--- config.mk ---
export PLATFORM = sky130hd
export DESIGN_NAME = branch_control_unit_flat
export DESIGN_NICKNAME = d
export VERILOG_FILES = /design/src/rtl/branch_ctrl_pkg.sv /design/src/rtl/branch_control_unit_if.sv /design/src/rtl/branch_ctrl_checker.sv /design/src/rtl/branch_ctrl_decode.sv /design/src/rtl/branch_control_unit.sv /design/src/flat_wrapper.sv
export SDC_FILE = /design/constraint.sdc
export NUM_CORES = 1
export LEC_CHECK = 0
export CAP_MARGIN = 25
export CORE_MARGIN = 2
export CORE_UTILIZATION = 29
export DETAILED_ROUTE_END_ITERATION = 8
export PLACE_DENSITY = 0.8
export SYNTH_ARGS = -nofsm -noshare
export SYNTH_HDL_FRONTEND = slang
export SYNTH_SLANG_ARGS = --single-unit
--- constraint.sdc ---
create_clock -name Clock -period 2.7 [get_ports Clock]
set_clock_uncertainty 0.05 [all_clocks]
set_input_delay 0.54 -clock Clock [delete_from_list [all_inputs] [get_ports Clock]]
set_output_delay 0.54 -clock Clock [all_outputs]
set_load 0.01 [all_outputs]
--- src/rtl/branch_ctrl_pkg.sv ---
// Shared types for the branch control unit: FSM state codes, opcodes,
// instruction class latched at decode, and the packed control-strobe vector.
package branch_ctrl_pkg;

   localparam int OP_W = 5;

   localparam logic [OP_W-1:0] OP_BR   = 5'b10010;
   localparam logic [OP_W-1:0] OP_JR   = 5'b10011;
   localparam logic [OP_W-1:0] OP_JAL  = 5'b10100;
   localparam logic [OP_W-1:0] OP_NOP  = 5'b11010;
   localparam logic [OP_W-1:0] OP_HALT = 5'b11011;

   typedef logic [3:0] state_t;

   localparam state_t S_RST  = 4'd0;
   localparam state_t T0     = 4'd1;
   localparam state_t T1     = 4'd2;
   localparam state_t T2     = 4'd3;
   localparam state_t T3     = 4'd4;
   localparam state_t T4     = 4'd5;
   localparam state_t T5     = 4'd6;
   localparam state_t T6     = 4'd7;
   localparam state_t S_HALT = 4'd8;

   typedef enum logic [1:0] {
      CLS_NONE = 2'd0,
      CLS_BR   = 2'd1,
      CLS_JAL  = 2'd2
   } cls_e;

   typedef struct packed {
      logic pc_out;
      logic pc_in;
      logic inc_pc;
      logic mar_in;
      logic read;
      logic mdr_in;
      logic mdr_out;
      logic ir_in;
      logic gra;
      logic grb;
      logic grc;
      logic r_in;
      logic r_out;
      logic r15_in;
      logic con_in;
      logic y_in;
      logic c_out;
      logic z_in;
      logic zlo_out;
      logic alu_add;
      logic run;
      logic illegal;
   } ctrl_t;

   function automatic logic [OP_W-1:0] op_of(input logic [31:0] ir);
      return ir[31:27];
   endfunction

   // Only multi-step instructions need their class remembered past T3.
   function automatic cls_e cls_of(input logic [OP_W-1:0] op);
      case (op)
         OP_BR:   return CLS_BR;
         OP_JAL:  return CLS_JAL;
         default: return CLS_NONE;
      endcase
   endfunction

endpackage

--- src/rtl/branch_control_unit_if.sv ---
// Datapath-facing bundle of the branch control unit. With BRANCH_COUNT_EN
// defined it also carries the taken/total branch counters.
interface branch_control_unit_if;
   logic [31:0] IR;
   logic        CON;
   logic        Mem_ready;
   logic        Stop;
   logic        PCout, PCin, IncPC, MARin, Read, MDRin, MDRout, IRin;
   logic        Gra, Grb, Grc, Rin, Rout, R15in, CONin, Yin, Cout, Zin, ZLOout;
   logic        ALU_add;
   logic        Run;
   logic        Illegal;
`ifdef BRANCH_COUNT_EN
   logic [15:0] Br_taken_cnt;
   logic [15:0] Br_total_cnt;

   modport master (
      output IR, CON, Mem_ready, Stop,
      input  PCout, PCin, IncPC, MARin, Read, MDRin, MDRout, IRin,
      input  Gra, Grb, Grc, Rin, Rout, R15in, CONin, Yin, Cout, Zin, ZLOout,
      input  ALU_add, Run, Illegal, Br_taken_cnt, Br_total_cnt
   );
   modport slave (
      input  IR, CON, Mem_ready, Stop,
      output PCout, PCin, IncPC, MARin, Read, MDRin, MDRout, IRin,
      output Gra, Grb, Grc, Rin, Rout, R15in, CONin, Yin, Cout, Zin, ZLOout,
      output ALU_add, Run, Illegal, Br_taken_cnt, Br_total_cnt
   );
`else
   modport master (
      output IR, CON, Mem_ready, Stop,
      input  PCout, PCin, IncPC, MARin, Read, MDRin, MDRout, IRin,
      input  Gra, Grb, Grc, Rin, Rout, R15in, CONin, Yin, Cout, Zin, ZLOout,
      input  ALU_add, Run, Illegal
   );
   modport slave (
      input  IR, CON, Mem_ready, Stop,
      output PCout, PCin, IncPC, MARin, Read, MDRin, MDRout, IRin,
      output Gra, Grb, Grc, Rin, Rout, R15in, CONin, Yin, Cout, Zin, ZLOout,
      output ALU_add, Run, Illegal
   );
`endif
endinterface

--- src/rtl/branch_ctrl_checker.sv ---
// Safety properties on the strobe vector: PC is never loaded and incremented
// together, and at most one source drives the shared bus.
module branch_ctrl_checker
   import branch_ctrl_pkg::*;
(
   input logic  clk,
   input logic  rst_n,
   input ctrl_t ctrl
);

   a_pcin_incpc: assert property (@(posedge clk) disable iff (!rst_n)
      !(ctrl.pc_in && ctrl.inc_pc));

   a_one_bus_driver: assert property (@(posedge clk) disable iff (!rst_n)
      $onehot0({ctrl.pc_out, ctrl.r_out, ctrl.mdr_out, ctrl.c_out, ctrl.zlo_out}));

endmodule

--- src/rtl/branch_ctrl_decode.sv ---
// Combinational strobe decode: registered state plus the few live inputs
// (opcode in T3, CON in T6, Stop in T0) mapped onto the control vector.
module branch_ctrl_decode
   import branch_ctrl_pkg::*;
(
   input  state_t          state,
   input  logic [OP_W-1:0] op,
   input  cls_e            cls,
   input  logic            con,
   input  logic            stop,
   input  logic            t1_first,
   output ctrl_t           ctrl
);

   // Strobe vector for the current step.
   always_comb begin
      ctrl = '0;
      case (state)
         T0: begin
            ctrl.run    = 1'b1;
            ctrl.pc_out = ~stop;
            ctrl.mar_in = ~stop;
            ctrl.inc_pc = ~stop;
            ctrl.z_in   = ~stop;
         end
         T1: begin
            ctrl.run    = 1'b1;
            ctrl.read   = 1'b1;
            ctrl.mdr_in = 1'b1;
            ctrl.pc_in  = t1_first;
         end
         T2: begin
            ctrl.run     = 1'b1;
            ctrl.mdr_out = 1'b1;
            ctrl.ir_in   = 1'b1;
         end
         T3: begin
            ctrl.run = 1'b1;
            case (op)
               OP_BR: begin
                  ctrl.gra    = 1'b1;
                  ctrl.r_out  = 1'b1;
                  ctrl.con_in = 1'b1;
               end
               OP_JR: begin
                  ctrl.gra   = 1'b1;
                  ctrl.r_out = 1'b1;
                  ctrl.pc_in = 1'b1;
               end
               OP_JAL: begin
                  ctrl.pc_out = 1'b1;
                  ctrl.r15_in = 1'b1;
               end
               OP_NOP:  ctrl.run = 1'b1;
               OP_HALT: ctrl.run = 1'b1;
               default: ctrl.illegal = 1'b1;
            endcase
         end
         T4: begin
            ctrl.run = 1'b1;
            case (cls)
               CLS_BR: begin
                  ctrl.pc_out = 1'b1;
                  ctrl.y_in   = 1'b1;
               end
               CLS_JAL: begin
                  ctrl.gra   = 1'b1;
                  ctrl.r_out = 1'b1;
                  ctrl.pc_in = 1'b1;
               end
               default: ctrl.run = 1'b1;
            endcase
         end
         T5: begin
            ctrl.run     = 1'b1;
            ctrl.c_out   = 1'b1;
            ctrl.alu_add = 1'b1;
            ctrl.z_in    = 1'b1;
         end
         T6: begin
            ctrl.run     = 1'b1;
            ctrl.zlo_out = 1'b1;
            ctrl.pc_in   = con;
         end
         default: ctrl = '0;
      endcase
   end

endmodule

--- src/rtl/branch_control_unit.sv ---
// Fetch / control-flow sequencer (BR, JR, JAL, NOP, HALT). Optional branch
// statistics counters are built only when BRANCH_COUNT_EN is defined.
module branch_control_unit
   import branch_ctrl_pkg::*;
#(
   parameter int OPW       = OP_W,
   parameter bit RST_FETCH = 1'b1
) (
   input logic                  Clock,
   input logic                  Reset_n,
   branch_control_unit_if.slave bus
);

   state_t         state_r;
   state_t         state_nx_s;
   cls_e           cls_r;
   logic           t1_seen_r;
   logic [OPW-1:0] op_s;
   ctrl_t          ctrl_s;

   assign op_s = op_of(bus.IR);

   // Next-state sequencing.
   always_comb begin
      state_nx_s = state_r;
      case (state_r)
         S_RST: begin
            if (RST_FETCH || !bus.Stop) state_nx_s = T0;
            else                         state_nx_s = S_RST;
         end
         T0: begin
            if (bus.Stop) state_nx_s = T0;
            else          state_nx_s = T1;
         end
         T1: begin
            if (bus.Mem_ready) state_nx_s = T2;
            else               state_nx_s = T1;
         end
         T2: state_nx_s = T3;
         T3: begin
            case (op_s)
               OP_BR, OP_JAL: state_nx_s = T4;
               OP_HALT:       state_nx_s = S_HALT;
               default:       state_nx_s = T0;
            endcase
         end
         T4: begin
            if (cls_r == CLS_BR) state_nx_s = T5;
            else                 state_nx_s = T0;
         end
         T5:      state_nx_s = T6;
         T6:      state_nx_s = T0;
         S_HALT:  state_nx_s = S_HALT;
         default: state_nx_s = S_RST;
      endcase
   end

   // State register; t1_seen_r marks T1 cycles after the first, so PCin pulses once.
   always_ff @(posedge Clock or negedge Reset_n) begin
      if (!Reset_n) begin
         state_r   <= S_RST;
         cls_r     <= CLS_NONE;
         t1_seen_r <= 1'b0;
      end else begin
         state_r   <= state_nx_s;
         t1_seen_r <= (state_r == T1);
         if (state_r == T3) cls_r <= cls_of(op_s);
      end
   end

   branch_ctrl_decode u_decode (
      .state    (state_r),
      .op       (op_s),
      .cls      (cls_r),
      .con      (bus.CON),
      .stop     (bus.Stop),
      .t1_first (~t1_seen_r),
      .ctrl     (ctrl_s)
   );

   branch_ctrl_checker u_checker (
      .clk   (Clock),
      .rst_n (Reset_n),
      .ctrl  (ctrl_s)
   );

   assign bus.PCout   = ctrl_s.pc_out;
   assign bus.PCin    = ctrl_s.pc_in;
   assign bus.IncPC   = ctrl_s.inc_pc;
   assign bus.MARin   = ctrl_s.mar_in;
   assign bus.Read    = ctrl_s.read;
   assign bus.MDRin   = ctrl_s.mdr_in;
   assign bus.MDRout  = ctrl_s.mdr_out;
   assign bus.IRin    = ctrl_s.ir_in;
   assign bus.Gra     = ctrl_s.gra;
   assign bus.Grb     = ctrl_s.grb;
   assign bus.Grc     = ctrl_s.grc;
   assign bus.Rin     = ctrl_s.r_in;
   assign bus.Rout    = ctrl_s.r_out;
   assign bus.R15in   = ctrl_s.r15_in;
   assign bus.CONin   = ctrl_s.con_in;
   assign bus.Yin     = ctrl_s.y_in;
   assign bus.Cout    = ctrl_s.c_out;
   assign bus.Zin     = ctrl_s.z_in;
   assign bus.ZLOout  = ctrl_s.zlo_out;
   assign bus.ALU_add = ctrl_s.alu_add;
   assign bus.Run     = ctrl_s.run;
   assign bus.Illegal = ctrl_s.illegal;

`ifdef BRANCH_COUNT_EN
   logic [15:0] taken_cnt_r;
   logic [15:0] total_cnt_r;

   // Branch statistics, updated once per completed branch in T6; both wrap.
   always_ff @(posedge Clock or negedge Reset_n) begin
      if (!Reset_n) begin
         taken_cnt_r <= 16'd0;
         total_cnt_r <= 16'd0;
      end else if (state_r == T6) begin
         total_cnt_r <= total_cnt_r + 16'd1;
         if (bus.CON) taken_cnt_r <= taken_cnt_r + 16'd1;
      end
   end

   assign bus.Br_taken_cnt = taken_cnt_r;
   assign bus.Br_total_cnt = total_cnt_r;
`endif

endmodule

--- src/flat_wrapper.sv ---
// flat-port wrapper written by rule: the top's interface ports become plain ports
module branch_control_unit_flat import branch_ctrl_pkg::*;
#(
   parameter int OPW       = OP_W,
   parameter bit RST_FETCH = 1'b1
)
  (Clock, Reset_n, bus_IR, bus_CON, bus_Mem_ready, bus_Stop, bus_PCout, bus_PCin, bus_IncPC, bus_MARin, bus_Read, bus_MDRin, bus_MDRout, bus_IRin, bus_Gra, bus_Grb, bus_Grc, bus_Rin, bus_Rout, bus_R15in, bus_CONin, bus_Yin, bus_Cout, bus_Zin, bus_ZLOout, bus_ALU_add, bus_Run, bus_Illegal);
  branch_control_unit_if bus_i ();
  input logic Clock;
  input logic Reset_n;
  input wire logic [$bits(bus_i.IR)-1:0] bus_IR;
  input wire logic [$bits(bus_i.CON)-1:0] bus_CON;
  input wire logic [$bits(bus_i.Mem_ready)-1:0] bus_Mem_ready;
  input wire logic [$bits(bus_i.Stop)-1:0] bus_Stop;
  output wire logic [$bits(bus_i.PCout)-1:0] bus_PCout;
  output wire logic [$bits(bus_i.PCin)-1:0] bus_PCin;
  output wire logic [$bits(bus_i.IncPC)-1:0] bus_IncPC;
  output wire logic [$bits(bus_i.MARin)-1:0] bus_MARin;
  output wire logic [$bits(bus_i.Read)-1:0] bus_Read;
  output wire logic [$bits(bus_i.MDRin)-1:0] bus_MDRin;
  output wire logic [$bits(bus_i.MDRout)-1:0] bus_MDRout;
  output wire logic [$bits(bus_i.IRin)-1:0] bus_IRin;
  output wire logic [$bits(bus_i.Gra)-1:0] bus_Gra;
  output wire logic [$bits(bus_i.Grb)-1:0] bus_Grb;
  output wire logic [$bits(bus_i.Grc)-1:0] bus_Grc;
  output wire logic [$bits(bus_i.Rin)-1:0] bus_Rin;
  output wire logic [$bits(bus_i.Rout)-1:0] bus_Rout;
  output wire logic [$bits(bus_i.R15in)-1:0] bus_R15in;
  output wire logic [$bits(bus_i.CONin)-1:0] bus_CONin;
  output wire logic [$bits(bus_i.Yin)-1:0] bus_Yin;
  output wire logic [$bits(bus_i.Cout)-1:0] bus_Cout;
  output wire logic [$bits(bus_i.Zin)-1:0] bus_Zin;
  output wire logic [$bits(bus_i.ZLOout)-1:0] bus_ZLOout;
  output wire logic [$bits(bus_i.ALU_add)-1:0] bus_ALU_add;
  output wire logic [$bits(bus_i.Run)-1:0] bus_Run;
  output wire logic [$bits(bus_i.Illegal)-1:0] bus_Illegal;
  assign bus_i.IR = bus_IR;
  assign bus_i.CON = bus_CON;
  assign bus_i.Mem_ready = bus_Mem_ready;
  assign bus_i.Stop = bus_Stop;
  assign bus_PCout = bus_i.PCout;
  assign bus_PCin = bus_i.PCin;
  assign bus_IncPC = bus_i.IncPC;
  assign bus_MARin = bus_i.MARin;
  assign bus_Read = bus_i.Read;
  assign bus_MDRin = bus_i.MDRin;
  assign bus_MDRout = bus_i.MDRout;
  assign bus_IRin = bus_i.IRin;
  assign bus_Gra = bus_i.Gra;
  assign bus_Grb = bus_i.Grb;
  assign bus_Grc = bus_i.Grc;
  assign bus_Rin = bus_i.Rin;
  assign bus_Rout = bus_i.Rout;
  assign bus_R15in = bus_i.R15in;
  assign bus_CONin = bus_i.CONin;
  assign bus_Yin = bus_i.Yin;
  assign bus_Cout = bus_i.Cout;
  assign bus_Zin = bus_i.Zin;
  assign bus_ZLOout = bus_i.ZLOout;
  assign bus_ALU_add = bus_i.ALU_add;
  assign bus_Run = bus_i.Run;
  assign bus_Illegal = bus_i.Illegal;
  branch_control_unit #(.OPW(OPW), .RST_FETCH(RST_FETCH)) u_core (.Clock(Clock), .Reset_n(Reset_n), .bus(bus_i));
endmodule
Word-level counts from Yosys, hierarchy flattened

Cells that the tools add are included.

Register bits after elaboration: 7
Bits in latches: 0
RAM bits: 0
Memory bits (read-only): 0
Input port bits: 37
Logic and storage cells: 52
Memories: 0

$add $sub $neg: 0
Multiply operators: 0
Div/mod/pow operators: 0
Magnitude comparators: 0
Equality and inequality tests: 15
Shifts and indexed selects: 0
Mux-type cells: 26
Bitwise operators: 2
Reduce and logical (&&, ||, !) cells: 6

Operators with widths:

| cell               | count |
|---|---|
| $pmux 4 s8         | 1 |
| $eq 5x5->1 const B | 5 |
| $eq 4x3->1 const B | 4 |
| $mux 1             | 13 |
| $mux 2             | 5 |
| $eq 4x2->1 const B | 2 |
| $pmux 4 s2         | 1 |
| $reduce_or 7->1    | 1 |
| $reduce_or 2->1    | 3 |
| $reduce_or 5->1    | 1 |
| $eq 4x1->1 const B | 1 |
| $eq 4x4->1 const B | 1 |
| $logic_not 4->1    | 1 |
| $pmux 1 s2         | 2 |
| $pmux 1 s4         | 1 |
| $pmux 2 s2         | 1 |
| $mux 3             | 1 |
| $pmux 1 s3         | 1 |
| $eq 2x1->1 const B | 1 |
| $eq 2x2->1 const B | 1 |
| $not 1->1          | 2 |

Logic depth before layout (Yosys ltp)

Depth in word-level cells: 4
Depth in mapped cells: 5
Depth with buffers taken out: 3

Cells and area by module

From an unflattened synthesis, not the netlist that was laid out.

Cells, all modules: 87
Area, all modules: 706.9 um^2

Modules (own cells, without submodules):

| module              | times used | cells each | area an instance (um^2) | sequential area each (um^2) |
|---|---|---|---|---|
| branch_control_unit | 1          | 46         | 442.9                   | 175.2 |
| branch_ctrl_decode  | 1          | 41         | 264.0                   | 0.0 |

Worst setup path after synthesis

No wires, ideal clock.

Path kind: reg-to-output
From: register u_core.state_r[1]
To: output port bus_Read
Arrival time: 1537 ps
Slack: 573 ps
Stages on the path, launching flop included: 4
Path buffers: 2
Cell sequence: dfrtp_1 clkbuf_1 nor4b_1 buf_4

Word-level cells in the longest chain between the ends: 2

RTL lines:

| what                   | RTL line                  | text |
|---|---|---|
| start, declared        | branch_control_unit.sv:14 | `state_t state_r;` |
| start signal, assigned | branch_control_unit.sv:65 | `state_r <= state_nx_s;` |
| $eq 4x2->1             | branch_ctrl_decode.sv:18  | `case (state)` |
| $mux 2                 | branch_ctrl_decode.sv:18  |  |
| end, declared          | flat_wrapper.sv:19        | `output wire logic [$bits(bus_i.Read)-1:0] bus_Read;` |

Every way passes these cells.

Worst setup path in the final report

From: input port bus_IR[31]
To: output port bus_PCin

Word-level cells in the longest chain between the ends: 3

RTL lines:

| what            | RTL line                 | text |
|---|---|---|
| start, declared | flat_wrapper.sv:11       | `input wire logic [$bits(bus_i.IR)-1:0] bus_IR;` |
| $eq 5x5->1      | branch_ctrl_decode.sv:39 | `case (op)` |
| $mux 1          | branch_ctrl_decode.sv:39 |  |
| $pmux 1 s4      | branch_ctrl_decode.sv:18 |  |
| end, declared   | flat_wrapper.sv:16       | `output wire logic [$bits(bus_i.PCin)-1:0] bus_PCin;` |

Every way passes these cells.

==> impl_metrics.tcl <==
set metrics [dict create \
    cp-start-kind "primary input" \
    fin_crit_ns 2.60 \
    crit_end "bus_PCin" \
    cp.required_ns 2.11 \
    hold_path_class "register to register" \
    viasPerCell 4.76 \
    clock_latency_ns 0.24 \
    finish.instance_area_sq_um 1020 \
    powerDensity_nw_per_um2 754 \
    holdBufCountCts 0 \
    path_clk_slew_ns 0.05 \
    yosysSeqAreaShare_pct 28.5 \
    synth.distinct_cells 31 \
    cts_made_buffers 3 \
    drt.antenna.violating_nets 0 \
    routabilityCongestion 0.860 \
    critPathMaxStageDelay_ns 0.50 \
    p_seq_share_pct 22.3 \
    worst_slack_ns 0.104 \
    drt-wirelength-per-cell_microns 11.4 \
    htree_levels 1 \
    grt_pass1_wl_microns 2610 \
    worstReg2RegStart "u_core.state_r[3]" \
    crit_family "buffers and inverters" \
    combPwrFrac_pct 65.8 \
    syn_avg_cell_area_sq_um 7.78 \
    drive_above_1_share_pct 19.5 \
    ff2ff_setup_slack_ns 1.13 \
    ys_ff_latch 7 \
    post_cts_buffers 0 \
    final_cell_mix "clkdlybuf4s50_1 (17), buf_4 (12), nand2_1 (7), dlygate4sd2_1 (7), dfrtp_1 (7)" \
    antenna_cells 0 \
    worst_ep_arrival_time_ns 2.01 \
    dpl_cell_area_sq_um 950 \
    layout_worst_path_cycle_share_pct 96.2 \
    cts_tree "done" \
    ys_warn_count 0 \
    pre_cts_slack_ns -0.174 \
    cp_num_cells 5 \
    floorplan.die.height_microns 50.0 \
    start_util_pct 31.0 \
    num_vias 666 \
    io_pins 59 \
    dp.final_hpwl_microns 1240 \
    netlist_instances 79 \
    clkPwrFrac_pct 11.9 \
    die-area_sq_um 2500 \
    ir_drop_uv 317 \
    maxCapViolCount 0 \
    path_buf_inv 2 \
    io_buffers 28 \
    cp_slowest_cell "clkdlybuf4s50_1" \
    p_int_mw 0.455 \
    cts_max_path_buffers 2 \
    drcViolationCount 0 \
    cts_root_buf "clkbuf_4" \
    wirelength_microns 1590 \
    switchingPower_mw 0.311 \
    grt_use_total_pct 13.5 \
    crit_type "primary input to output pin" \
    core_area_sq_um 1980 \
    layout_commonest_cell "clkdlybuf4s50_1" \
    drv_slew 0 \
    finalSetupViolations 0 \
    areaGrowthSynthToFinish_pct 65.4 \
    numClockSinks 7 \
    syn_area_sq_um 614 \
    fmax_ghz 0.385 \
    grt_pass1_vias 582 \
    grt_max_degree 15 \
    startpoint "bus_IR[31]" \
    hold_viol 0 \
    status "complete, no violations" \
    reg2reg_to "u_core.state_r[3]" \
    cp_cell_sequence "clkdlybuf4s50_1 > nand3b_1 > or4b_1 > nand3_1 > dlygate4sd2_1" \
    core.rowCount 16 \
    drt-pass1-iter-count 4 \
    p_leak_nw 0.518 \
    overflow 0 \
    drt-initial-drc-count 7 \
    end_kind "output pin" \
    dieWidth_microns 50.0 \
    rsz0062_at_grt "false" \
    p_sw_share_pct 40.6 \
    crit_fanout 3 \
    grt_antenna_before_repair 0 \
    fin_nets 151 \
    ff2ff_path_depth 4 \
]
[state kept, by name, summed over array words and instances (netlist names)]
register and flops:
u_core.cls_r 2, u_core.state_r 4, u_core.t1_seen_r 1
[timing repair]
item,4_1_cts,5_1_grt
pin swaps,1,1
setup endpoints to repair,9,6
resized for setup,9,9
[metal layers]
metal  part of all wire [%]  vias up  global-route usage, %
li1                       -      344                      -
met1                     46      303                   17.8
met2                     48       19                   21.3
met3                    5.1        0                   2.42
met4                      0        0                   5.56
met5                      0        -                      0
[tightest hold or removal path, stage by stage (launching register included)]
cell	delay (ns)
dfrtp_1	0.38
nand2_1	0.06
o21ai_0	0.06
[cell families after synthesis]
family                 synth area share (%)
other                                 0.610
DFF                                    28.5
AOI/OAI and AO/OA                      17.5
buffers and inverters                  15.5
and+or+nand+nor                        37.9
[how the worst min path moves through the flow]
stage / from / to / slack [ns] / cells past startpoint
2_1_floorplan: Reset_n / u_core.cls_r[0] / 0.19 / 0
3_3_place_gp: u_core.cls_r[1] / u_core.cls_r[1] / 0.47 / 2
3_5_place_dp: u_core.cls_r[0] / u_core.cls_r[0] / 0.48 / 2
4_1_cts: u_core.cls_r[1] / u_core.cls_r[1] / 0.49 / 2
5_1_grt: Reset_n / u_core.cls_r[1] / 0.52 / 1
6_report: u_core.cls_r[0] / u_core.cls_r[0] / 0.49 / 2
[per-stage QoR]
stage	total power, mW	hold WS [ns]	util, %	TNS [ns]	std cells
after floorplan	0.460	0.194	-	0	81
after global placement	0.666	0.468	47.9	-0.611	136
after detailed placement	0.679	0.479	47.9	-0.791	136
after CTS	0.756	0.492	49.2	0	140
after global routing	0.828	0.517	51.3	0	140
final	0.766	0.493	51.3	0	140
[layout make-up]
cell class	instances	area, sq um
Clock buffer	4	26.3
Fill cell	205	966
Timing Repair Buffer	40	372
Tap cell	27	33.8
Inverter	5	18.8
Sequential cell	7	175
Multi-Input combinational cell	57	390
[power groups by stage]
| stage | Clock (mW) | Sequential [mW] | Combinational, mW |
|---|---|---|---|
| 5_1_grt | 0.0983 | 0.175 | 0.555 |
| 2_1_floorplan | 0 | 0.175 | 0.285 |
| 3_5_place_dp | 0 | 0.172 | 0.508 |
| 3_3_place_gp | 0 | 0.168 | 0.498 |
| 6_report | 0.0911 | 0.171 | 0.504 |
| 4_1_cts | 0.0946 | 0.170 | 0.491 |
[synth_stat cells]
cell type	number	area share (%)
nand4b_1	1	1.4
o31ai_1	2	2.4
conb_1	1	0.61
nand4bb_1	1	1.8
or4b_4	1	2.2
a211o_1	1	1.4
and2_1	1	1.0
or3_1	2	2.0
nor2_1	5	3.1
a21o_1	1	1.2
a311oi_1	1	1.4
o21ai_0	4	3.3
nand3_1	4	3.3
buf_4	8	9.8
a211oi_1	2	2.4
clkbuf_1	3	1.8
nor3b_1	1	1.2
nor3_1	2	1.6
a21oi_1	3	2.4
nand2_1	7	4.3
nand3b_1	2	2.4
or4b_1	1	1.6
o2111ai_1	1	1.4
nand2b_1	6	6.1
dfrtp_1	7	29
or4_1	1	1.2
nor4b_1	2	2.9
inv_1	5	3.1
nor4bb_1	1	1.6
o311ai_0	1	1.4
buf_2	1	0.81
No activity file was read; power rests on OpenSTA's default activity.
==> RTL change, RTL diff (same flow settings) <==
The 3 values of `cls_e` get a one-hot encoding in 3 bits.
--- a/src/rtl/branch_ctrl_pkg.sv
+++ b/src/rtl/branch_ctrl_pkg.sv
@@ -22,10 +22,10 @@
    localparam state_t T6     = 4'd7;
    localparam state_t S_HALT = 4'd8;
 
-   typedef enum logic [1:0] {
-      CLS_NONE = 2'd0,
-      CLS_BR   = 2'd1,
-      CLS_JAL  = 2'd2
+   typedef enum logic [2:0] {
+      CLS_NONE = 3'b001,
+      CLS_BR   = 3'b010,
+      CLS_JAL  = 3'b100
    } cls_e;
 
    typedef struct packed {
Function: same outputs for any inputs over 10 cycles, from zero or initial values and one cycle with Reset_n low; not proved beyond that.
==> RTL change against the unedited design <==
- routed wire length rose by 20%
- critical path depth is the same
- sequential cell count grew 1
- utilization shrank 3.2 points
- final area grew 3.7%
- die area is 8.1% higher
- via count rose by 7.5%
- area after synthesis grew 8.8%
- setup slack lost 0.0018 ns
- register-to-register slack better by 0.03 ns
- synthesized cell count rose by 6.3%
- total power grew 11%
- fmax barely moved
- largest cell class unchanged
==> RTL change: results (changes against the unedited design) <==
* Layout cells sized above 1 at 19.5% (+0.022 points)
* Sw Ratio at 41.1% (+0.48 points)
* Routed met2 length at 983 microns (+27%)
* Routed wl met3 at 114 microns (+41%)
* Max frequency at 385 MHz (about the same)
* Final Routed Wirelength at 1.90 mm (+20%)
* List of most frequent post-synthesis cells: sky130_fd_sc_hd__buf_4 (8), sky130_fd_sc_hd__nand2_1 (8), sky130_fd_sc_hd__nand2b_1 (8)
* Number of diodes at 0 (unchanged)
* Met1 Wirelength at 744 microns (+0.95%)
* Number of fill cells in the layout at 223 (+8.8%)
* Synthesized instance count at 84 (+6.3%)
* Final weighted congestion in routability-driven placement at 0.833 (-3.1%)
* Regs by FF count: u_core.state_r (4), u_core.cls_r (3), u_core.t1_seen_r (1)
* Worst-skew pair later-pin latency at 0.26 ns (+0.02 ns)
* Placed cell count at 141 (+3.7%)
* H-tree depth reported by CTS at 1 (unchanged)
* Met1 layer usage reported by global route at 18.7% (+0.91 points)
* Run status: finished clean
* Number of buffers added to fix hold violations after cts at 0 (unchanged)
* Leakage component of the power at 0.000533 uW (+2.9%)
* Met2 track demand over resource in global routing at 25.5% (+4.3 points)
* Via count of the first global-routing pass at 706 (+21%)
* Global-route wire length before repair at 3.08 mm (+18%)
* Proportion of synthesized chip area in sequential cells at 30.1% (+1.6 points)
* Area after detailed placement at 998 sq um (+5.1%)
* Via total after detailed routing at 716 (+7.5%)
* Worst ir drop on vdd at 364 uV (+15%)
* Worst Path Max Fanout at 10 (+7)
* Total Routing Usage GR at 15.8% (+2.3 points)
* Post-Place Setup Slack at -0.122 ns (+0.0520 ns)
* Met3 Track Usage GR at 3.45% (+1.0 points)
* Fin nets at 156 (+3.3%)
* Starting DRC count in detailed routing at 11 (+4)
* Number of unique standard cell types used by synthesis at 32 (+3.2%)
* Fin Hold WS at 0.478 ns (-0.0148 ns)
* Final std cells w/o fill at 146 (+4.3%)
* Top cells by area, synth: sky130_fd_sc_hd__dfrtp_1 (26%), sky130_fd_sc_hd__buf_4 (9.0%), sky130_fd_sc_hd__nand2b_1 (7.5%), sky130_fd_sc_hd__nand2_1 (4.5%), sky130_fd_sc_hd__or4_1 (4.5%)
RTL change: path summary, 6_finish.rpt:
check	cells after the start	end	start
min in group asynchronous	1	u_core.t1_seen_r	Reset_n
setup / recovery	5	bus_Gra	u_core.state_r[1]
hold reg to reg	2	u_core.cls_r[1]	u_core.cls_r[1]
max in group asynchronous	1	u_core.cls_r[0]	Reset_n
setup reg to reg	4	u_core.state_r[2]	u_core.state_r[1]
hold / removal	2	u_core.cls_r[1]	u_core.cls_r[1]
RTL change: what timing repair did:
item / in CTS / in global routing
pin swaps: 0 / 0
resized for setup: 8 / 10
setup endpoints to repair: 8 / 7
buffers inserted: 0 / 1
endpoints found under the hold margin: 0 / 0
RTL change: cell type report:
class                      count  area [sq um]  area share [%]
clock buffer                   4          26.3            2.49
tap                           28          35.0            3.33
inverter                       4          15.0            1.43
multi-input combinational     62           405            38.5
timing repair buffer          40           370            35.2
sequential                     8           201            19.1
RTL change: power groups by stage:
stage                     logic (uW)  clock network (uW)  registers [uW]
after global routing             592                 115             217
after CTS                        531                 105             206
final                            541                 104             207
after floorplan                  318                   0             199
after detailed placement         535                   0             207
after global placement           520                   0             203
RTL change: kinds of logic (layout without fill, tap and decap cells):
family          count (synthesis)  after routing  synth area share [%]
simple gates                   43             43                  38.8
buf+inv                        16             48                  13.5
compound gates                 15             15                  15.7
flops                           8              8                  30.2
other cells                     1              3                 0.561
xor+xnor                        1              1                  1.31
RTL change: worst max-delay path, stage by stage (launching register included):
cell	delay, ns
sky130_fd_sc_hd__dfrtp_1	0.38
sky130_fd_sc_hd__buf_4	0.18
sky130_fd_sc_hd__nand2b_1	0.19
sky130_fd_sc_hd__or4_1	0.57
sky130_fd_sc_hd__o31ai_1	0.13
sky130_fd_sc_hd__clkdlybuf4s15_1	0.29
